### src/rtl/ca_row_engine_pkg.sv
// Shared types for the cellular-automaton row engine: FSM encoding and seed constant.
package ca_row_engine_pkg;

  typedef enum logic [1:0] {
    S_IDLE  = 2'd0,
    S_CLEAR = 2'd1,
    S_LOAD  = 2'd2,
    S_STORE = 2'd3
  } ca_state_e;

  localparam logic [7:0] SEED_BYTE = 8'h80;

  function automatic int unsigned bits_for(input int unsigned n);
    return (n <= 1) ? 1 : $clog2(n);
  endfunction

endpackage

### src/rtl/ca_row_engine_rule_row.sv
// Combinational next-generation of one CA row. Bit CELLS-1 is cell 0 (leftmost).
// CA_WRAP_EN selects a toroidal row instead of zero boundaries.
module ca_rule_row #(
  parameter int CELLS = 128
) (
  input  logic [CELLS-1:0] row,
  input  logic [7:0]       rule,
  output logic [CELLS-1:0] next
);

  // ext[j+2:j] is the {L,C,R} neighbourhood of row[j]
  logic [CELLS+1:0] ext;

`ifdef CA_WRAP_EN
  assign ext = {row[0], row, row[CELLS-1]};
`else
  assign ext = {1'b0, row, 1'b0};
`endif

  for (genvar j = 0; j < CELLS; j++) begin : g_cell
    assign next[j] = rule[ext[j+2:j]];
  end

endmodule

### src/rtl/ca_row_engine.sv
// Elementary CA generator writing successive generations as rows into RAM port A.
// Boundary mode selected by CA_WRAP_EN (see ca_rule_row).
module ca_row_engine
  import ca_row_engine_pkg::*;
#(
  parameter int ROW_BYTES = 16,
  parameter int ROWS      = 64,
  parameter int ADDR_W    = 10
) (
  input  logic                      clk,
  input  logic                      reset_n,
  input  logic                      init,
  input  logic                      step,
  input  logic [7:0]                rule,
  output logic                      busy,
  output logic                      done,
  output logic [$clog2(ROWS)-1:0]   cur_row,
  output logic [ADDR_W-1:0]         ram_addr,
  output logic [7:0]                ram_wdata,
  output logic                      ram_we,
  input  logic [7:0]                ram_rdata
);

  localparam int CELLS  = 8 * ROW_BYTES;
  localparam int ROW_W  = $clog2(ROWS);
  localparam int TOTAL  = ROWS * ROW_BYTES;
  localparam int CNT_W  = ADDR_W + 1;
  localparam int BYTE_W = bits_for(ROW_BYTES);
  localparam logic [CNT_W-1:0] CNT_ONE = CNT_W'(1);

  ca_state_e        state;
  logic [CNT_W-1:0] cnt, cnt_inc;
  logic [7:0]       rule_q;
  logic [CELLS-1:0] row_buf, next_row;
  logic [ROW_W-1:0] nxt_idx;
  logic [ADDR_W-1:0] src_base, dst_base;
  logic [7:0]       next_bytes [ROW_BYTES];

  assign cnt_inc  = cnt + CNT_ONE;
  assign nxt_idx  = (cur_row == ROW_W'(ROWS-1)) ? '0 : cur_row + ROW_W'(1);
  assign src_base = ADDR_W'(cur_row) * ADDR_W'(ROW_BYTES);
  assign dst_base = ADDR_W'(nxt_idx) * ADDR_W'(ROW_BYTES);

  ca_rule_row #(.CELLS(CELLS)) u_rule (
    .row  (row_buf),
    .rule (rule_q),
    .next (next_row)
  );

  for (genvar b = 0; b < ROW_BYTES; b++) begin : g_byte
    assign next_bytes[b] = next_row[CELLS-1-8*b -: 8];
  end

  always_ff @(posedge clk or negedge reset_n) begin
    if (!reset_n) begin
      state     <= S_IDLE;
      busy      <= 1'b0;
      done      <= 1'b0;
      cur_row   <= '0;
      ram_addr  <= '0;
      ram_wdata <= '0;
      ram_we    <= 1'b0;
      cnt       <= '0;
      rule_q    <= '0;
      row_buf   <= '0;
    end else begin
      done <= 1'b0;
      case (state)
        S_IDLE: begin
          if (init) begin
            state     <= S_CLEAR;
            busy      <= 1'b1;
            cnt       <= '0;
            ram_addr  <= '0;
            ram_wdata <= (ROW_BYTES/2 == 0) ? SEED_BYTE : 8'h00;
            ram_we    <= 1'b1;
          end else if (step) begin
            state    <= S_LOAD;
            busy     <= 1'b1;
            cnt      <= '0;
            rule_q   <= rule;
            ram_addr <= src_base;
            ram_we   <= 1'b0;
          end
        end
        S_CLEAR: begin
          if (cnt == CNT_W'(TOTAL-1)) begin
            state     <= S_IDLE;
            busy      <= 1'b0;
            done      <= 1'b1;
            ram_we    <= 1'b0;
            ram_wdata <= '0;
            ram_addr  <= '0;
            cur_row   <= '0;
          end else begin
            cnt       <= cnt_inc;
            ram_addr  <= ADDR_W'(cnt_inc);
            ram_wdata <= (cnt_inc == CNT_W'(ROW_BYTES/2)) ? SEED_BYTE : 8'h00;
          end
        end
        S_LOAD: begin
          // read data trails its address by one cycle, so capture lags cnt by one
          if (cnt != '0) row_buf <= {row_buf[CELLS-9:0], ram_rdata};
          if (cnt == CNT_W'(ROW_BYTES)) begin
            state <= S_STORE;
            cnt   <= '0;
          end else begin
            cnt <= cnt_inc;
            if (cnt_inc < CNT_W'(ROW_BYTES)) ram_addr <= src_base + ADDR_W'(cnt_inc);
          end
        end
        S_STORE: begin
          if (cnt == CNT_W'(ROW_BYTES)) begin
            state   <= S_IDLE;
            busy    <= 1'b0;
            done    <= 1'b1;
            ram_we  <= 1'b0;
            cur_row <= nxt_idx;
          end else begin
            cnt       <= cnt_inc;
            ram_addr  <= dst_base + ADDR_W'(cnt);
            ram_wdata <= next_bytes[cnt[BYTE_W-1:0]];
            ram_we    <= 1'b1;
          end
        end
        default: state <= S_IDLE;
      endcase
    end
  end

endmodule

### config.mk
export PLATFORM = sky130hd
export DESIGN_NAME = ca_row_engine
export DESIGN_NICKNAME = d
export VERILOG_FILES = /design/src/rtl/ca_row_engine_pkg.sv /design/src/rtl/ca_row_engine_rule_row.sv /design/src/rtl/ca_row_engine.sv
export SDC_FILE = /design/constraint.sdc
export NUM_CORES = 1
export LEC_CHECK = 0
export CORE_ASPECT_RATIO = 0.9
export CORE_UTILIZATION = 50
export CTS_BUF_LIST = sky130_fd_sc_hd__clkbuf_8
export DETAILED_ROUTE_END_ITERATION = 8
export PLACE_DENSITY = 0.67
export SETUP_SLACK_MARGIN = 0.4
export SLEW_MARGIN = 15
export SYNTH_ARGS = -nofsm -noshare
export SYNTH_HDL_FRONTEND = slang
export SYNTH_SLANG_ARGS = --single-unit
### constraint.sdc
create_clock -name clk -period 3.9 [get_ports clk]
set_input_delay 1.17 -clock clk [delete_from_list [all_inputs] [get_ports clk]]
set_output_delay 1.17 -clock clk [all_outputs]
set_load 0.1 [all_outputs]
==> Word level (Yosys, flattened, before mapping) <==
Index checks and enable logic that the tools add are counted.
{ "word_totals": {"regBits": 176, "elab_cells": 474, "output_inout_bits": 27} }
{ "op_classes": {"n_eq_ne": 16, "n_mux": 299, "n_lt_le_gt_ge": 130, "bitwise_logic": 2, "reduce_logical": 13, "add_sub_neg": 4} }
{ "op_table": {"columns": ["cell", "n"], "rows": [
  ["3-bit by 4-bit < comparator with 1-bit output, second input constant", 127],
  ["1-bit binary-select mux with 3-bit select", 126],
  ["1-bit 2-to-1 mux", 137],
  ["10-bit 2-to-1 mux", 6],
  ["11-bit 2-to-1 mux", 5],
  ["8-bit 2-to-1 mux", 6],
  ["11-bit case mux with 4 select lines", 1],
  ["10-bit case mux with 4 select lines", 1],
  ["8-bit binary-select mux with 4-bit select", 1],
  ["8-bit case mux with 3 select lines", 1],
  ["10-bit adder", 2],
  ["6-bit 2-to-1 mux", 3],
  ["2-bit != test, second input constant", 8],
  ["3-bit AND reduction", 5],
  ["6-bit case mux with 2 select lines", 1],
  ["4-bit AND reduction", 3],
  ["11-bit by 1-bit adder with 11-bit output, second input constant", 1],
  ["11-bit by 10-bit == test with 1-bit output, second input constant", 1],
  ["11-bit by 4-bit == test with 1-bit output, second input constant", 1],
  ["11-bit by 5-bit == test with 1-bit output, second input constant", 1],
  ["11-bit by 5-bit < comparator with 1-bit output, second input constant", 1],
  ["11-bit nonzero test", 1],
  ["2-bit 2-to-1 mux", 5],
  ["2-bit case mux with 4 select lines", 1],
  ["16 further kinds", 19]
]} }

==> Longest topological paths before layout <==
Gate-level depths: netlist of the first run.
{ "logic_depth": {"ltp_word": 7, "ltp_mapped": 13, "ltp_nobuf": 12} }

==> Modules after synthesis <==
A second synthesis of the first run with hierarchy kept.
{ "unflattened": {"cells_unflattened": 1185, "area_unflattened_um2": 16834.9} }
{ "modules_own_cells": {"columns": ["module", "area_per_inst_um2", "n_inst", "cells_per_inst"], "rows": [
  ["ca_row_engine", 8762.2, 1, 655],
  ["ca_rule_row", 8072.7, 1, 530]
]} }

==> Least setup slack after synthesis of the first run <==
Ideal clock, no wire load.
{ "synth_timing": {"path_kind": "flip-flop to flip-flop", "startpoint": "register cur_row[0]", "endpoint": "register ram_addr[9]", "path_buffers": 0, "t_arrival_ns": 2.946, "slack_ns": 0.823, "setup_time_ns": 0.131, "path_stages_with_launch": 13, "path_cell_list": "dfrtp_1 > ha_1 > nand3_1 > o21ai_0 > a31oi_1 > ha_1 > o21ai_0 > o21bai_1 > a21oi_1 > xor2_1 > mux2i_1 > o32ai_1 > a21oi_1"} }
{ "synth_via": {"elab_chain_cells": 5, "word_cells_on_any_way": 9} }
{ "synth_lines": {"columns": ["element", "line_no", "rtl"], "rows": [
  ["start, declared", "ca_row_engine.sv:17", "output logic [$clog2(ROWS)-1:0] cur_row,"],
  ["start signal, assigned", "ca_row_engine.sv:118", "cur_row <= nxt_idx;"],
  ["6-bit by 1-bit adder with 6-bit output or 6-bit == test (tied branches)", "ca_row_engine.sv:40", "assign nxt_idx = (cur_row == ROW_W'(ROWS-1)) ? '0 : cur_row + ROW_W'(1);"],
  ["6-bit 2-to-1 mux", "ca_row_engine.sv:40", null],
  ["10-bit adder", "ca_row_engine.sv:121", "ram_addr <= dst_base + ADDR_W'(cnt);"],
  ["10-bit 2-to-1 mux", "ca_row_engine.sv:113", "if (cnt == CNT_W'(ROW_BYTES)) begin"],
  ["10-bit case mux with 4 select lines (*)", "ca_row_engine.sv:68", "case (state)"],
  ["end signal, assigned", "ca_row_engine.sv:82", "ram_addr <= src_base;"],
  ["end signal, assigned", "ca_row_engine.sv:109", "if (cnt_inc < CNT_W'(ROW_BYTES)) ram_addr <= src_base + ADDR_W'(cnt_inc);"],
  ["end signal, assigned", "ca_row_engine.sv:121", null],
  ["end, declared", "ca_row_engine.sv:18", "output logic [ADDR_W-1:0] ram_addr,"]
]} }
Mark *: on every way between the ends. The rest lies on a longest branch, timed or not. The select of a mux whose other input is x is not followed.
A chain may end at the register's enable or synchronous reset.

==> Worst setup path in the final report of the first run <==
{ "layout_timing": {"startpoint": "register rule_q[7]", "endpoint": "register ram_wdata[3]"} }
{ "layout_via": {"elab_chain_cells": 7, "word_cells_on_any_way": 37} }
{ "layout_lines": {"columns": ["element", "line_no", "rtl"], "rows": [
  ["start, declared", "ca_row_engine.sv:33", "logic [7:0] rule_q;"],
  ["start signal, assigned", "ca_row_engine.sv:81", "rule_q <= rule;"],
  ["1-bit binary-select mux with 3-bit select", "ca_row_engine_rule_row.sv:21", "assign next[j] = rule[ext[j+2:j]];"],
  ["1-bit 2-to-1 mux (not written as such)", "ca_row_engine_rule_row.sv:21", null],
  ["8-bit binary-select mux with 4-bit select (*)", "ca_row_engine.sv:122", "ram_wdata <= next_bytes[cnt[BYTE_W-1:0]];"],
  ["8-bit 2-to-1 mux (not written as such) (*) (2 in a row)", "ca_row_engine.sv:122", null],
  ["8-bit 2-to-1 mux (*)", "ca_row_engine.sv:113", null],
  ["8-bit case mux with 3 select lines (*)", "ca_row_engine.sv:68", null],
  ["end signal, assigned", "ca_row_engine.sv:75", "ram_wdata <= (ROW_BYTES/2 == 0) ? SEED_BYTE : 8'h00;"],
  ["end signal, assigned", "ca_row_engine.sv:98", "ram_wdata <= (cnt_inc == CNT_W'(ROW_BYTES/2)) ? SEED_BYTE : 8'h00;"],
  ["end signal, assigned", "ca_row_engine.sv:122", null],
  ["end, declared", "ca_row_engine.sv:19", "output logic [7:0] ram_wdata,"]
]} }
Marked as above.

==> results.txt, run 1 <==
The flow ran to the end, but the final reports show violations. The checks that failed: design-rule violations. The synthesized netlist contains between 60 and 70 unique library cells. The via count of the first global-routing pass is 11900. The setup path with the least slack is of type flip-flop to flip-flop.

The synthesized flop and latch total is 176. The worst setup path is launched from a flip-flop. The final setup slack of the worst path is approximately 0.6 ns. After detailed routing, the number of vias per cell comes to approximately 7.3. Ranked by instance count, the synthesized netlist is headed by 248 x sky130_fd_sc_hd__mux4_2, 244 x sky130_fd_sc_hd__clkbuf_1, 176 x sky130_fd_sc_hd__dfrtp_1. The largest fanout on the critical path came out at between 80 and 90. The highest ir drop seen on vdd came out at 0.767 mV.

The first global-routing pass estimated between 70 and 80 mm of wire. The number of buffers added for setup after CTS is 0. Setup repair after global routing left no endpoint under its margin. The area inside the core boundary is 32200 um^2. The share of cells above drive strength 1 is 0.388. The CTS H-tree depth is 4. The final setup violation count is 0. The net count of the finished layout came out at roughly 1300. The initial utilization of the core area, before any placement, comes to 0.513. The initial antenna violation count came to 0. No sink is reached through more buffers than the 2 on the longest clock path. The part of the total power dissipated in combinational logic is 0.505. The share of the synthesized area in the top cell type is 0.338. In this run the vertical extent of the chip is 174 um.

In the detailed route, the total length drawn on met2 is ~21 mm. The remaining design rule violation count came out at 1. Each instance of the synthesized netlist takes up on average ~12 um^2.

After detailed placement, the design holds a cell count of 1652. The number of flops mapped to enable cells by yosys came out at 0. The register area share after synthesis came out at 0.267. The detailed router used layers up to and including met5. The post-synthesis instance total came out at between 1000 and 1500.

The tree built by TritonCTS fans out to roughly 180 sinks. In the final routing, the length of wire on met1 measures between 15 and 20 mm. The sequential share of power came out at 0.346. The total grt overflow is 0. Derived from the worst setup path, the maximum achievable clock frequency is between 0.3 and 0.4 GHz. The most common cell in the netlist is sky130_fd_sc_hd__mux4_2. The setup slack on the worst flop-to-flop path came out at around 0.6 ns. The fraction of the cycle the final worst path needs came out at 0.849. The tightest min-delay check is of the flip-flop to flip-flop type. Of the total power, the clock network draws 0.149. Summing over every cut layer, the via total after detailed routing is approximately 12000.

Clock tree synthesis selected as its root buffer the cell sky130_fd_sc_hd__clkbuf_8. The biggest area contributor in the post-synthesis netlist is sky130_fd_sc_hd__mux4_2. The signal on the critical path passes through mux4_2 > mux2i_1 > mux4_2 > nor2_1 > a2111oi_0 > buf_4 > o21ai_0.

The total power divided by cell area is slightly above 500 nW/um^2. The netlist area before placement came out at ~17000 um^2. The final-report hold violation count came out at 0. 0 antenna diodes ended up in the layout. Of the total power, the share spent switching nets is 0.466. Counting every net in the synthesized netlist gives 1461.

The total net switching power is slightly above 4 mW. The clock slew seen by the registers of the worst setup and hold paths is 0.10 ns. The worst setup path is captured at a flip-flop. Max-cap violations in this run came to 0. The violation count after the first detailed-route iteration is 1648.

The quantity of hold-fixing buffers added after cts is 0. The highest-delay cell along the critical path is sky130_fd_sc_hd__dfrtp_4. The layout overhead on the synthesized area is 4.20%. The total of cells resized after clock tree synthesis came out at 0. In the synthesized netlist the async set-or-reset flop fraction comes to 1.00.

Among cell families on the critical path, the largest total delay comes from multiplexers. By area the synthesized netlist is led by sky130_fd_sc_hd__mux4_2 34%, sky130_fd_sc_hd__dfrtp_1 27%, sky130_fd_sc_hd__mux2_2 9.7%, sky130_fd_sc_hd__mux2i_1 5.6%, sky130_fd_sc_hd__clkbuf_1 5.5%. The data required time of the worst path is 4.28 ns.

In this run the tool buffered the top-level ports with 46 buffer cells. The HPWL after detailed placement is roughly 29 mm. The die outline area came out at ~34000 um^2. The total routing usage reported by global routing is 0.274. The data arrival at the endpoint of the critical path came out at between 3 and 4 ns. The final cell count without fillers came out at ~1700.

The post-detailed-routing wire length came out at approximately 46 mm. The internal portion of the total power is about 4.7 mW. The final setup TNS is 0 ns. The pin count of the biggest net entering global routing is between 90 and 100. For the pin with the worst max-slew slack, the measured transition is 1.03 ns. For this run, the slowest stage of the critical path takes approximately 0.83 ns. The final-report max-slew violation count is 0. The Yosys warning count is 0. The clock tree skew after final layout came out at ~0.022 ns. The number of buffer and inverter stages on the critical path is 1.

The worst pin sits at a relative slew slack of 0.312. For this run, the share of the core covered by cells in the final layout is 0.534. The count of nets left with antenna violations once routing finished came out at 0. The die width came out at about 190 um.

After detailed routing, the met3 layer carries 4.49 mm of wire. The clock period minus worst slack is roughly 3.3 ns. TritonCTS built the clock tree.

Among all flip-flop cells after synthesis, the most frequent one is sky130_fd_sc_hd__dfrtp_1. Clock tree synthesis inserted a total of 17 buffers. The routability-driven placement congestion ratio came out at a little over 0.9. The first detailed-routing pass took 8 iterations. The number of core rows is 62. The leakage power came out at between 6 and 7 nW. The filler cells instantiated in the layout total ~2700. The cell repeated most along the worst path is sky130_fd_sc_hd__mux4_2. The insertion delay to the later sink of the worst-skew pair came out at 0.50 ns. The number of ports placed on the die boundary is 47.

The mean routed wirelength per cell came out at approximately 27 um. Prior to clock tree synthesis, the placed netlist has a worst setup slack of between 0.6 and 0.7 ns.
==> worst min-delay path: stages (launching register included) <==
cell and delay [ns]:
sky130_fd_sc_hd__dfrtp_1 0.35, sky130_fd_sc_hd__nand2_1 0.05, sky130_fd_sc_hd__o21ai_0 0.06
==> layout by cell type, fill, tap and decap left out, drive strengths merged, types with 3 or more instances in the layout <==
cell type and instances:
xor2 5, nand2b 6, o211ai 6, mux4 248
xnor2 10, and4 3, inv 32, a221oi 3
mux2i 92, nand4 7, nand3b 3, clkinv 7
o21ai 67, nand2 77, nand3 12, a32o 4
a41oi 3, nor4b 4, o22ai 15, a22oi 3
nor2 47, o221ai 5, nor3 16, a31oi 6
nor4 5, a22o 4, a21oi 44, a211oi 20
buf 57, a2111oi 10, a311oi 3, clkinvlp 3
clkdlybuf4s50 27, dfrtp 176, a21o 7, mux2 142
nor2b 14, ha 14, clkbuf 18, o31ai 10
==> cell type report <==
type	instances	area, um^2	area share
timing repair buffer	85	812	0.0472
tap	416	520	0.0303
sequential	176	4430	0.258
multi-input combinational	946	10900	0.636
clock buffer	17	234	0.0136
inverter	29	109	0.00633
clock inverter	15	145	0.00844
==> state kept, by name, summed over array words and instances, names as in the netlist <==
| register | flops |
|---|---|
| ram_we | 1 |
| cur_row | 6 |
| ram_addr | 10 |
| ram_wdata | 8 |
| row_buf | 128 |
| state | 2 |
| done | 1 |
| cnt | 11 |
| rule_q | 8 |
| busy | 1 |
==> power by group through the flow <==
stage	logic (mW)	registers (mW)	clock network [mW]
6_report	4.47	3.06	1.32
4_1_cts	4.42	3.03	1.34
3_3_place_gp	4.35	3.06	0
2_1_floorplan	3.52	2.75	0
5_1_grt	4.73	3.13	1.40
3_5_place_dp	4.40	3.07	0
==> metrics by stage <==
stage / cell area, um^2 / total power, mW / hold WS, ns
after floorplan: 16500 / 6.27 / 0.551
after global placement: 16800 / 7.41 / 0.464
after detailed placement: 16800 / 7.47 / 0.470
after CTS: 17200 / 8.79 / 0.492
after global routing: 17200 / 9.26 / 0.517
final: 17200 / 8.86 / 0.488
==> path summary, 6_finish.rpt <==
check,start,to,cells past startpoint
setup / recovery,rule_q[7],ram_wdata[3],7
hold / removal,ram_addr[0],ram_addr[0],2
setup reg to reg,rule_q[7],ram_wdata[3],7
hold reg to reg,ram_addr[0],ram_addr[0],2
max in group asynchronous,reset_n,row_buf[71],2
min in group asynchronous,reset_n,row_buf[110],1
==> routing by layer <==
metal | vias up | track usage
met5 | - | 0.00997
met2 | 684 | 0.404
met1 | 6394 | 0.407
li1 | 5142 | -
met4 | 2 | 0.0740
met3 | 49 | 0.0631
==> kinds of logic after synthesis <==
logic type / after synthesis / synth area share
AO/OA/AOI/OAI: 229 / 0.0905
XOR/XNOR: 16 / 0.00932
adder cells (fa/ha/maj): 16 / 0.0130
buffers and inverters: 303 / 0.0708
flip-flops: 176 / 0.267
multiplexers: 482 / 0.491
AND/OR/NAND/NOR: 203 / 0.0584
(Power assumes the default switching activity.)
==> inputs of run 2 (changes only) <==
Settings changed: PLACE_DENSITY 0.67 to 0.69.
Clock period 3.9 ns to 2.7 ns, I/O delays scaled along.
==> results.txt, run 2 (synthesis gave the netlist of run 1 again) <==
The post-detailed-routing wire length came out at 50.8 mm (+11%). The HPWL after detailed placement is 31.6 mm (+10%). The total number of vias came out at 13300 (+8.7%). The final setup slack of the worst path came out at 0.114 ns (-0.474 ns). The biggest cell delay along the critical path was 0.47 ns (-0.36 ns).

The height of the die is 174 um (unchanged). The number of clock buffers inserted by TritonCTS is 17 (unchanged). The total power divided by cell area is 752 nW/um^2 (+46%). The pin count of the biggest net entering global routing is 73 (-20%). The fraction of the cycle the final worst path needs came out at 0.958 (+0.109). The count of input and output buffers was 46 (unchanged). The net count of the finished layout is 1408 (+9.1%).

The share of cells above drive strength 1 was 0.498 (+0.110). The leakage power came out at 7.26 nW (+14%). The clock tree skew after final layout is 0.0226 ns (+0.000591 ns). From synthesis to final layout, the design area changed by 14.9%. The flow ran to the end, and the final reports show no timing, DRC or antenna violations. The mean routed wirelength per cell came out at 28.2 um (+4.2%). The sink count of the clock tree was 176 (unchanged). The root buffer cell chosen for the clock tree is sky130_fd_sc_hd__clkbuf_8. In this run the worst hold path is classified as input pin to async pin. The worst setup path is launched from a flip-flop. The buffer depth of the longest clock path came to 2 (unchanged). The final setup TNS is 0 ns (unchanged).

The final worst hold slack is 0.294 ns (-0.194 ns). The area of combinational cells with multiple inputs is 11300 um^2 (+3.4%). The clock slew seen by the registers of the worst setup and hold paths is 0.11 ns (about the same). The clock period minus worst slack is 2.59 ns (-0.726 ns). The number of flip-flops under the largest register name came out at 128 (unchanged). The highest clock rate came to 0.387 GHz (+28%).

The setup slack at placement was -0.0362 ns (-0.717 ns). The quantity of hold-fixing buffers added after cts came out at 0 (unchanged). The final-report hold violation count came to 0 (unchanged). The number of max-cap violations is 0 (unchanged).

The wire length of the first global-routing pass came to 76.2 mm (+6.0%). TritonCTS built the clock tree. The highest ir drop seen on vdd is 0.607 mV (-21%). The max-slew headroom at the worst pin came to 0.519 (+0.208). The CTS H-tree depth came out at 4 (unchanged). The largest register by flop count is row_buf. The data required time of the worst path is 3.14 ns (-1.14 ns).

The final setup violation count came out at 0 (unchanged). The number of nets still failing antenna checks after routing came out at 0 (unchanged). The total grt overflow is 0 (unchanged). The highest-delay cell along the critical path is sky130_fd_sc_hd__dfrtp_2. The initial antenna violation count came out at 0 (unchanged). The storage element area came out at 4450 um^2 (+0.42%). The remaining design rule violation count is 0 (-1). The data arrival at the endpoint of the critical path is 3.03 ns (-0.66 ns). The number of optimization iterations in the first detailed-route pass came to 9 (+1). The number of ports placed on the die boundary was 47 (unchanged). The die outline area is 33700 um^2 (unchanged).

The post-layout utilization of the core was 0.589 (+0.0548). The number of antenna diodes came out at 0 (unchanged). Leaving out fill and tap cells, the most frequent cells in the layout are 248 x sky130_fd_sc_hd__mux4_2, 159 x sky130_fd_sc_hd__dfrtp_1, 139 x sky130_fd_sc_hd__mux2_2.

The largest registers in the layout are row_buf: 128 flops, cnt: 11 flops, ram_addr: 10 flops. The endpoint class of the critical path is a flip-flop. The largest fanout on the critical path came to 6 (-93%). The routability-driven placement congestion ratio came out at 0.960 (+4.6%). The post-detailed-route via-to-cell ratio is 7.41 (+1.7%). The total routing usage reported by global routing is 0.292 (+0.0180). The slew at the pin with the worst max-slew slack is 0.720 ns (-0.312 ns).

The number of core rows was 62 (unchanged). The insertion delay to the later sink of the worst-skew pair is 0.51 ns (about the same). The violation count after the first detailed-route iteration is 2016 (+22%).

The count of fill cells added during filler insertion came out at 2455 (-8.9%). The critical path goes through ha_4 > buf_6 > and3_4 > or3_4 > a311oi_2 > nand4_1 > a211o_1 > buf_6 > a311oi_2 > a21o_1. The initial cell density of the core came out at 0.513 (unchanged). The final-report max-slew violation count came out at 0 (unchanged). The area inside the core boundary is 32200 um^2 (unchanged). The worst setup path is of the flip-flop to flip-flop kind. The die width is 194 um (unchanged). Leaving out fill and tap cells, the most frequent cell in the layout is sky130_fd_sc_hd__mux4_2. Setup repair after global routing could not meet its margin everywhere. The via count of the first global-routing pass came out at 12400 (+4.7%).
==> run 2: worst paths after layout <==
check,endpoint,slack [ns],startpoint,cells past startpoint
worst max-delay path,ram_addr[2],0.11,cnt[0],10
worst min-delay path,row_buf[127],0.29,reset_n,1
worst max register to register,ram_addr[2],0.11,cnt[0],10
worst min register to register,ram_addr[3],0.50,ram_addr[3],2
max in group asynchronous,cnt[5],1.70,reset_n,2
min in group clk,ram_addr[3],0.50,ram_addr[3],2
==> run 2: critical path, delay by kind of cell (launching register included) <==
kind	cells	cell delay (ns)
AOI/OAI and AO/OA	4	0.95
adders and majority gates	1	0.19
buffers and inverters	2	0.28
DFF	1	0.47
and+or+nand+nor	3	0.64
==> run 2: what timing repair did <==
| action | 4_1_cts | 5_1_grt |
|---|---|---|
| pin swaps | 22 | 27 |
| buffers inserted | 32 | 11 |
| endpoints found under the hold margin | 0 | 0 |
| cloned | 3 | 10 |
| setup endpoints to repair | 149 | 149 |
| gates resized for setup | 52 | 60 |
==> run 2: layout make-up <==
cell class,count,share of cell area
multi-input cells,946,0.597
inverters,29,0.00574
well taps,416,0.0274
repair buffers,202,0.115
clock inverters,15,0.00838
flip-flops and latches,176,0.235
clock buffers,17,0.0123
==> run 2: metal layers <==
layer	vias to the layer above	global-route usage	wire length (um)
met5	-	0	0
met4	0	0.0790	1320
met3	114	0.0697	6480
met2	1044	0.423	23100
met1	6799	0.440	19900
li1	5387	-	-
==> run 2: power breakdown <==
part | switching (mW) | internal, mW | total, mW
combinational | 4.67 | 3.93 | 8.60
sequential | 0.700 | 2.98 | 3.68
clock | 1.15 | 0.840 | 1.99
==> run 2: through the flow <==
step | total power [mW] | area (um^2) | instances
floorplan | 9.10 | 16600 | 1425
global placement | 11.1 | 17500 | 1713
detailed placement | 11.2 | 17500 | 1713
CTS | 13.6 | 18400 | 1780
global route | 14.8 | 19000 | 1801
finish | 14.3 | 19000 | 1801
==> inputs of run 3 (changes only) <==
Settings changed: RECOVER_POWER set to 100, SETUP_SLACK_MARGIN 0.4 to unset, SYNTH_HIERARCHICAL set to 1.
==> results.txt, run 3 <==
Among cell families on the critical path, the largest total delay comes from multiplexers. The post-detailed-routing wire length is 48.5 mm (-4.5%). The share of cells above drive strength 1 was 0.668 (+0.169).

The count of fill cells added during filler insertion is 2534 (+3.2%). The post-detailed-route via-to-cell ratio came out at 7.23 (-2.4%). The HPWL after detailed placement is 31.9 mm (+0.79%). The cell repeated most along the worst path is sky130_fd_sc_hd__mux4_2.

The number of flops mapped to enable cells by yosys came out at 0 (unchanged). The data arrival at the endpoint of the critical path is 3.37 ns (+0.34 ns). The fraction of the cycle the final worst path needs came out at 1.10 (+0.141). The library cell with the largest summed area after synthesis is sky130_fd_sc_hd__mux4_2. The total grt overflow is 0 (unchanged). The clock tree skew after final layout is 0.0280 ns (+0.00547 ns). The run finished, with violations left. The area inside the core boundary is 33000 um^2 (+2.6%). The layout overhead on the synthesized area is 17.9%. The wire length of the first global-routing pass is 76.8 mm (+0.79%). The mean routed wirelength per cell came out at 27.6 um (-2.0%).

The net count of the finished layout is 1356 (-3.7%). The max-slew headroom at the worst pin was -0.177 (-0.697). The signal on the critical path passes through buf_12 > buf_12 > mux4_2 > mux2_2 > mux4_2 > mux4_2 > a32o_1.

sky130_fd_sc_hd__mux2_2 is the most common cell in the netlist. The number of buffer and inverter stages on the critical path is 2 (unchanged). The initial antenna violation count came out at 1 (+1). The worst hold path endpoint is ram_addr[3].

The number of nets still failing antenna checks after routing came out at 0 (unchanged). The insertion delay to the later sink of the worst-skew pair is 0.52 ns (about the same). The area of combinational cells with multiple inputs was 11700 um^2 (+3.2%). The total power divided by cell area is 326 nW/um^2 (-57%).

The die width came to 195 um (+0.99%). The total placed instance area is 18900 um^2 (+8.2%). The leading cell type in the layout, fill and taps excluded is sky130_fd_sc_hd__mux4_2. The netlist area before placement is 16800 um^2 (+2.0%).

The clock slew seen by the registers of the worst setup and hold paths came to 0.11 ns (about the same). The buffer depth of the longest clock path is 2 (unchanged). TritonCTS built the clock tree. The number of core rows came out at 63 (+1.6%).

The violation count after the first detailed-route iteration is 1493 (-26%). The initial cell density of the core came to 0.510 (-0.00295). The data required time of the worst path came to 3.11 ns (-0.03 ns). The mean area per synthesized cell is 14.2 um^2 (+23%). In this run the critical register-to-register path is captured at ram_wdata[0]. The quantity of hold-fixing buffers added after cts is 0 (unchanged). The die outline area came out at 34400 um^2 (+2.0%). The sink count of the clock tree came out at 176 (unchanged). The launching element type of the critical path is a flip-flop. The total number of vias is 12700 (-4.8%). The number of ports placed on the die boundary was 47 (unchanged). The tree is rooted in a sky130_fd_sc_hd__clkbuf_8. The final-report hold violation count is 0 (unchanged). The register with the most flip-flops in the final layout is row_buf.

The synthesized flop and latch total is 176 (unchanged). The final setup slack of the worst path came to -0.267 ns (-0.380 ns). The count of input and output buffers is 46 (unchanged). The leakage power is 7.89 nW (+8.8%). The total routing usage reported by global routing came to 0.292 (about the same).

Setup repair after global routing could not meet its margin everywhere. The register area share after synthesis came out at 0.262 (-0.00524). The cell count of the worst reg-to-reg path came out at 7 (-3). The largest fanout on the critical path came to 23 (+17). Counting instances, the worst hold path has a depth of 1. The proportion of register bits with asynchronous set or reset after synthesis came out at 1.00 (unchanged). The slowest stage of the critical path belongs to the cell sky130_fd_sc_hd__dfrtp_4. The startpoint identified for the worst register-to-register timing path is rule_q[7]. The number of flip-flops under the largest register name is 128 (unchanged). The count of different cell masters after synthesis is 59 (-6.3%). The highest ir drop seen on vdd came to 0.415 mV (-32%). The number of clock buffers inserted by TritonCTS is 17 (unchanged). The height of the die is 176 um (+0.98%). The min-delay analysis places its worst path in the category flip-flop to flip-flop. The biggest cell delay along the critical path came out at 0.55 ns (+0.08 ns). The net count of the mapped netlist came out at 1221 (-16%). The final reports fail on max-capacitance violations, max-slew violations, negative setup slack. The endpoint class of the critical path is a flip-flop. Leaving out fill and tap cells, the most frequent cells in the layout are 259 x sky130_fd_sc_hd__mux4_2, 244 x sky130_fd_sc_hd__mux2_2, 190 x sky130_fd_sc_hd__buf_4. The setup slack on the worst flop-to-flop path is -0.27 ns (-0.38 ns).

The final setup violation count is 150 (+150). Among all flip-flop cells after synthesis, the most frequent one is sky130_fd_sc_hd__dfrtp_1. The finished layout cell area is 19800 um^2 (+4.6%). The clock period minus worst slack is 2.97 ns (+0.380 ns). The share of the synthesized area in the top cell type came out at 0.342 (+0.00406). The Yosys warning count is 6 (+6). The storage element area came out at 4460 um^2 (+0.11%). The CTS H-tree depth is 4 (unchanged).

The via count of the first global-routing pass is 12700 (+2.1%). The slew at the pin with the worst max-slew slack is 1.77 ns (+1.05 ns). The number of optimization iterations in the first detailed-route pass is 5 (-4).

The final-report max-slew violation count was 56 (+56). The highest clock rate is 0.337 GHz (-13%). The remaining design rule violation count is 0 (unchanged).

The post-synthesis instance total is 1185 (-17%). The number of max-cap violations came to 1 (+1). The critical path is of the flip-flop to flip-flop type. The startpoint identified for the worst hold timing path is ram_addr[3]. The pin count of the biggest net entering global routing is 79 (+8.2%). The largest registers in the layout are row_buf: 128 flops, cnt: 11 flops, ram_addr: 10 flops.

The routability-driven placement congestion ratio came out at 0.895 (-6.8%). The setup slack at placement came out at -0.345 ns (-0.309 ns). Sorting the synthesized cells by area gives the leading types as sky130_fd_sc_hd__mux4_2 34%, sky130_fd_sc_hd__dfrtp_1 26%, sky130_fd_sc_hd__mux2_2 18%, sky130_fd_sc_hd__mux4_1 5.6%, sky130_fd_sc_hd__clkbuf_1 2.6%.

In the synthesized netlist, the cells that appear most often are 267 x sky130_fd_sc_hd__mux2_2, 256 x sky130_fd_sc_hd__mux4_2, 176 x sky130_fd_sc_hd__dfrtp_1.
run 3: cell types whose count changed after synthesis, sizes merged, moves of 16 or more:
| cell | previous run | this run |
|---|---|---|
| nand2 | 77 | 37 |
| buf | 30 | 65 |
| mux2 | 142 | 269 |
| a211oi | 20 | 4 |
| o21ai | 67 | 28 |
| mux4 | 248 | 292 |
| a21oi | 44 | 20 |
| nor2 | 47 | 27 |
| clkbuf | 244 | 117 |
| mux2i | 92 | 5 |
run 3: area by class of cell:
class	instances	area share
Inverter	17	0.00322
Multi-Input combinational cell	810	0.588
Clock buffer	17	0.0118
Timing Repair Buffer	298	0.136
Tap cell	422	0.0266
Sequential cell	176	0.225
Antenna cell	1	0.000126
Clock inverter	15	0.00876
run 3: cells by family after synthesis:
kind of cell / share of synthesized area
flip-flops: 0.262
multiplexers: 0.582
AND/OR/NAND/NOR: 0.0301
adder cells (fa/ha/maj): 0.0128
XOR/XNOR: 0.00966
AO/OA/AOI/OAI: 0.0421
buffers and inverters: 0.0619
run 3: per-layer routing:
layer	wire length (um)	track usage
met5	0	0
met4	998	0.0853
met3	4450	0.0581
met2	23500	0.452
met1	19600	0.421
run 3: how the worst max path moves through the flow:
stage	from	endpoint	slack [ns]	cells past startpoint
CTS	rule_q[7]	ram_wdata[5]	-0.25	7
detailed placement	rule_q[4]	ram_wdata[7]	-0.35	10
global placement	rule_q[0]	ram_wdata[7]	-0.30	9
finish	rule_q[7]	ram_wdata[0]	-0.27	7
global route	rule_q[7]	ram_wdata[0]	-0.31	7
floorplan	cnt[0]	ram_addr[8]	0.009	13
run 3: power by group:
part | total [mW] | switching (mW) | internal, mW
sequential | 2.96 | 0.223 | 2.74
combinational | 1.48 | 0.585 | 0.893
clock | 2.02 | 1.16 | 0.856
total | 6.46 | 1.97 | 4.49
run 3: what timing repair did:
item                       4_1_cts  5_1_grt
gates resized for setup         56       49
setup buffers                   30        2
setup endpoints to repair       17       56
pin swaps                       14       20
cloned                           1        1
run 3: through the flow:
stage / TNS (ns) / hold slack (ns) / cells / power [mW] / util
floorplan: 0 / 0.478 / 1185 / 3.92 / -
global placement: -1.94 / 0.473 / 1692 / 4.40 / 0.572
detailed placement: -2.41 / 0.482 / 1692 / 4.44 / 0.572
CTS: -1.88 / 0.301 / 1753 / 6.48 / 0.599
global route: -33.58 / 0.527 / 1755 / 6.68 / 0.601
finish: -16.49 / 0.517 / 1756 / 6.46 / 0.601
